===== src/rtl/clk_div_multi.sv =====
// clk_div_multi: N_CH independent clock-enable generators (tick + square wave) with runtime divisors.
// Latency: tick is registered, first tick is high after edge E(div) when en is sampled at E1; div_ack/div_err one cycle after div_wr.
// Backpressure: none. div_wr is always accepted or rejected in one cycle, with no stall.
//
// Ports: clk_ref/rst     clock, synchronous active-high reset
//        en, casc        per-channel run enable, cascade select (bit 0 unused)
//        div_wr/sel/val  divisor write strobe, target channel, value (must be >= 2)
//        div_ack/err     one-cycle write accepted / rejected pulses
//        tick, clk_sq    per-channel one-cycle tick and square wave
// Optional feature: define CLK_DIV_CASCADE_EN so that casc[k] selects tick[k-1] as the count source of channel k.
module clk_div_multi #(
    parameter int SEL_W   = 2,
    parameter int CNT_W   = 27,
    parameter int DIV_RST = 100
) (
    input  logic                clk_ref,
    input  logic                rst,
    input  logic [2**SEL_W-1:0] en,
    input  logic [2**SEL_W-1:0] casc,
    input  logic                div_wr,
    input  logic [SEL_W-1:0]    div_sel,
    input  logic [CNT_W-1:0]    div_val,
    output logic                div_ack,
    output logic                div_err,
    output logic [2**SEL_W-1:0] tick,
    output logic [2**SEL_W-1:0] clk_sq
);

    localparam int               N_CH     = 2**SEL_W;
    localparam logic [CNT_W-1:0] DIV_INIT = CNT_W'(DIV_RST);

    logic [CNT_W-1:0] r_cnt  [N_CH];
    logic [CNT_W-1:0] r_div  [N_CH];
    logic [CNT_W-1:0] r_pend [N_CH];
    logic [N_CH-1:0]  r_pv;
    logic [N_CH-1:0]  r_tick;
    logic [N_CH-1:0]  r_sq;
    logic             r_ack;
    logic             r_err;

    logic [N_CH-1:0]  w_src;
    logic [N_CH-1:0]  w_term;
    logic             w_wr_ok;
    logic             w_unused_casc;

    assign w_wr_ok = div_wr && (div_val >= CNT_W'(2));

    always_comb begin
        w_term = '0;
        for (int k = 0; k < N_CH; k++) begin
            w_term[k] = (r_cnt[k] == (r_div[k] - CNT_W'(1)));
        end
    end

`ifdef CLK_DIV_CASCADE_EN
    // Channel 0 always counts clk_ref; a cascaded channel counts the previous channel's registered tick.
    always_comb begin
        w_src = '1;
        for (int k = 1; k < N_CH; k++) begin
            if (casc[k]) begin
                w_src[k] = r_tick[k-1];
            end
        end
    end
    assign w_unused_casc = casc[0];
`else
    assign w_src         = '1;
    assign w_unused_casc = ^casc;
`endif

    always_ff @(posedge clk_ref) begin
        if (rst) begin
            for (int k = 0; k < N_CH; k++) begin
                r_cnt[k]  <= '0;
                r_div[k]  <= DIV_INIT;
                r_pend[k] <= '0;
            end
            r_pv   <= '0;
            r_tick <= '0;
            r_sq   <= '0;
            r_ack  <= 1'b0;
            r_err  <= 1'b0;
        end else begin
            r_ack <= w_wr_ok;
            r_err <= div_wr && !w_wr_ok;
            for (int k = 0; k < N_CH; k++) begin
                if (!en[k]) begin
                    r_cnt[k]  <= '0;
                    r_tick[k] <= 1'b0;
                    r_sq[k]   <= 1'b0;
                    // An idle channel has no period to protect, so a pending divisor takes effect now.
                    if (r_pv[k]) begin
                        r_div[k] <= r_pend[k];
                        r_pv[k]  <= 1'b0;
                    end
                end else if (w_src[k]) begin
                    if (w_term[k]) begin
                        r_cnt[k]  <= '0;
                        r_tick[k] <= 1'b1;
                        // Counter restarts at 0, which is below div>>1 for any divisor >= 2.
                        r_sq[k]   <= 1'b1;
                        if (r_pv[k]) begin
                            r_div[k] <= r_pend[k];
                            r_pv[k]  <= 1'b0;
                        end
                    end else begin
                        r_cnt[k]  <= r_cnt[k] + CNT_W'(1);
                        r_tick[k] <= 1'b0;
                        r_sq[k]   <= (r_cnt[k] + CNT_W'(1)) < (r_div[k] >> 1);
                    end
                end else begin
                    r_tick[k] <= 1'b0;
                end
                // Placed after the apply logic so a write coincident with a terminal
                // event lands in pend and waits for the following terminal event.
                if (w_wr_ok && (div_sel == SEL_W'(k))) begin
                    r_pend[k] <= div_val;
                    r_pv[k]   <= 1'b1;
                end
            end
        end
    end

    assign div_ack = r_ack;
    assign div_err = r_err;
    assign tick    = r_tick;
    assign clk_sq  = r_sq;

endmodule

===== config.mk =====
export PLATFORM = sky130hd
export DESIGN_NAME = clk_div_multi
export DESIGN_NICKNAME = d
export VERILOG_FILES = /design/src/rtl/clk_div_multi.sv
export SDC_FILE = /design/constraint.sdc
export NUM_CORES = 1
export LEC_CHECK = 0
export CORE_MARGIN = 2
export CORE_UTILIZATION = 40
export DETAILED_ROUTE_END_ITERATION = 6
export GPL_TIMING_DRIVEN = 1
export SLEW_MARGIN = 15
export SYNTH_ARGS = -nofsm -noshare
export SYNTH_HDL_FRONTEND = slang
export SYNTH_SLANG_ARGS = --single-unit

===== constraint.sdc =====
create_clock -name clk_ref -period 7.18 [get_ports clk_ref]
set_input_delay 1.795 -clock clk_ref [delete_from_list [all_inputs] [get_ports clk_ref]]
set_output_delay 1.795 -clock clk_ref [all_outputs]
set_load 0.01 [all_outputs]

==> summary.md <==
| Metric | Value |
|---|---|
| Dpl hpwl | `approximately 41000 µm` |
| Largest net degree at the start of global routing | `a little under 60` |
| I/O Pins | `50` |
| Die H | `~240 µm` |
| Post-synthesis sequential area ratio | `0.450` |
| Met3 Use GR | `0.0464` |
| Hold Crit Class | `flop to flop` |
| Nets@finish | `2471` |
| Starting Density | `0.404` |
| Commonest cells post-synth | `324 x edfxtp_1, 164 x nand2_1, 142 x xnor2_1` |
| Top Usage Layer GRT | `met2` |
| RSZ-0062 raised after global routing | `no` |
| Clock skew | `approximately 0.017 ns` |
| Synth warn | `0` |
| IO buf count | `45` |
| Static leakage | `roughly 9 nW` |
| Worst Tran Pin Value | `1.15 ns` |
| Global routing usage on met2 | `0.321` |
| Worst-Skew Late Latency | `approximately 0.57 ns` |
| Final Cycle Share | `0.671` |
| Cell area power density | `between 200 and 250 mW/mm²` |
| Share of cells above drive strength 1 | `0.0628` |
| Worst setup margin | `around 2.4 ns` |
| Overall routed net length | `between 50000 and 60000 µm` |
| Slew HR | `0.236` |
| Worst slack, placed | `~2.3 ns` |
| Post-synth cell types | `84` |
| Crit path kind | `flop to flop` |
| Final setup fails | `0` |
| Cts repair resizes | `0` |
| Worst setup EP type | `flop` |
| Row count | `86` |
| H-Tree Depth | `2` |
| Root buf cell | `clkbuf_16` |
| Post-DR wirelength/cell | `roughly 18 µm` |
| Vias | `~17k` |
| Critical path fanouts, max | `58` |
| Max cap viols | `0` |
| Core Footprint | `between 0.05 and 0.06 mm²` |
| DRC Markers | `0` |
| Finished Cell Area | `0.0252 mm²` |
| Clk buf depth | `3` |
| Cell with the most instances after synthesis | `edfxtp_1` |
| Antenna Nets Post-Route | `0` |
| CP required | `between 7 and 8 ns` |
| Setup TNS Final | `0 ns` |
| #FFs+latches synth | `~340` |
| Post-synth EDFFs | `324` |
| Pins over their slew limit | `0` |
| CP arrival | `5.01 ns` |
| GRT overflow | `0` |
| Post-synth top area cell | `edfxtp_1` |
| Max VDD drop | `between 0.0002 and 0.00025 V` |
| Top cell type's share of synthesized area | `0.438` |
| DR vias/cell | `between 5 and 6` |
| Main synth FF type | `edfxtp_1` |
| Hold Fails Final Rpt | `0` |
| Initial antenna violation count | `4` |
| CTS Sinks | `between 300 and 400` |
| Total chip power | `5.11 mW` |
| Vias in the first global route | `roughly 17k` |
| Placer Congestion | `0.878` |
| Max Freq | `approximately 210 MHz` |
| CTS buffer count | `42` |
| Final worst path period need | `between 4 and 5 ns` |
| Top post-synthesis cells by area | `edfxtp_1 44%, ha_1 6.1%, xnor2_1 5.6%, xor2_1 3.7%, and2_1 3.2%` |
| First-pass GRT wire length | `slightly below 90000 µm` |
| Synth Cell Area | `about 0.022 mm²` |
| Hold Buf Count CTS | `0` |
| First-pass DRT Iterations | `6` |
| Synth async-reset ratio | `0` |
| Setup Fix Bufs, Post-CTS | `0` |
| Area growth syn-to-layout | `13.3%` |
| Clock transition at path regs | `around 0.06 ns` |
| 1st-iter DRT viols | `between 1k and 1.5k` |
| Worst Setup Start Kind | `flop` |
| ANT cells | `0` |
| DIE WIDTH | `roughly 240 µm` |
| Post-Place Cell Area | `between 0.02 and 0.025 mm²` |
| Global-route usage over all layers | `0.195` |
| DIE AREA | `0.0575 mm²` |
| CTS tree | `done` |
| Global Route met1 Usage | `0.252` |
| Avg Synthesized Cell Area | `10.0 µm²` |
| Status | `completed` |
| Cell count after synthesis | `approximately 2.2k` |
-- worst paths after layout --
| path | start | to | slack, ns | cells past startpoint |
|---|---|---|---|---|
| worst min register to register | r_pend[3][2]$_SDFFCE_PN0P_ | r_div[3][2]$_DFFE_PP_ | 0.50 | 1 |
| worst max register to register | r_div[1][1]$_SDFFCE_PN0P_ | r_div[1][21]$_SDFFCE_PN0P_ | 2.36 | 9 |
| worst min-delay path | r_pend[3][2]$_SDFFCE_PN0P_ | r_div[3][2]$_DFFE_PP_ | 0.50 | 1 |
| worst max-delay path | r_div[1][1]$_SDFFCE_PN0P_ | r_div[1][21]$_SDFFCE_PN0P_ | 2.36 | 9 |
-- final cells by class --
| class | instances | area [µm²] |
|---|---|---|
| fillers | 5217 | 29800 |
| multi-input cells | 1745 | 11700 |
| flip-flops and latches | 338 | 10000 |
| clock buffers | 58 | 1210 |
| well taps | 748 | 936 |
| repair buffers | 71 | 646 |
| inverters | 125 | 469 |
| clock inverters | 18 | 195 |
-- cells by family (layout without fill, tap and decap cells) --
group	Yosys count	after routing	synth area share
AO/OA/AOI/OAI	337	337	0.107
XOR/XNOR	237	237	0.0934
adder cells (fa/ha/maj)	108	108	0.0608
buffers and inverters	240	272	0.0443
flip-flops	338	338	0.450
multiplexers	3	3	0.00141
other	1	108	0.000169
AND/OR/NAND/NOR	952	952	0.242
-- cells in the final DEF, fill, tap and decap left out, types with 13 or more instances in the layout --
master and instances:
and3_1 48, clkbuf_16 43, inv_1 123, dfxtp_1 14, a32o_1 25, edfxtp_1 324
o21ai_0 51, a211oi_1 13, ha_1 108, a21oi_1 63, xor2_1 95, conb_1 108
a31oi_1 14, buf_4 26, clkdlybuf4s50_1 45, nor3b_2 19, nor3_1 53, a21o_1 36
or4_1 21, nand4_1 58, xnor2_1 142, and2_1 115, nand3_1 131, nand2b_1 15
nor3b_1 60, and4_1 15, o31ai_1 27, or3_1 26, nand2_1 164, nor4_1 50
nor2_1 123
-- worst max-delay path: stages, from the launching register on --
cell and delay, ns:
edfxtp_1 0.44, inv_1 0.09, ha_1 0.22, nor4b_1 0.80, nand2_1 0.30, nor4_1 0.43, o22ai_1 0.13, nor4_1 0.23
and4_2 1.05, a31o_2 0.74
-- flip-flops by register name, summed over array words and instances (netlist names) --
register / flops
r_cnt: 108
r_div: 108
r_pend: 108
clk_sq: 4
r_pv: 4
tick: 4
div_ack: 1
div_err: 1
-- stage by stage --
step	util	cells	hold WS, ns
floorplan	-	2323	0.454
global placement	0.432	3027	0.479
detailed placement	0.432	3027	0.486
CTS	0.458	3103	0.495
global route	0.458	3103	0.539
finish	0.458	3103	0.502
-- layer usage --
metal / wire [µm] / vias to the layer above
li1: - / 8313
met3: 3540 / 104
met5: 188 / -
met1: 24800 / 8176
met2: 25700 / 394
met4: 1440 / 11
-- power by group --
| part | switching, mW | total [mW] | internal (mW) |
|---|---|---|---|
| Clock | 0.847 | 2.17 | 1.32 |
| Combinational | 0.325 | 0.544 | 0.219 |
| Sequential | 0.120 | 2.40 | 2.28 |
| Total | 1.29 | 5.11 | 3.82 |
No activity file was read; power rests on OpenSTA's default activity.
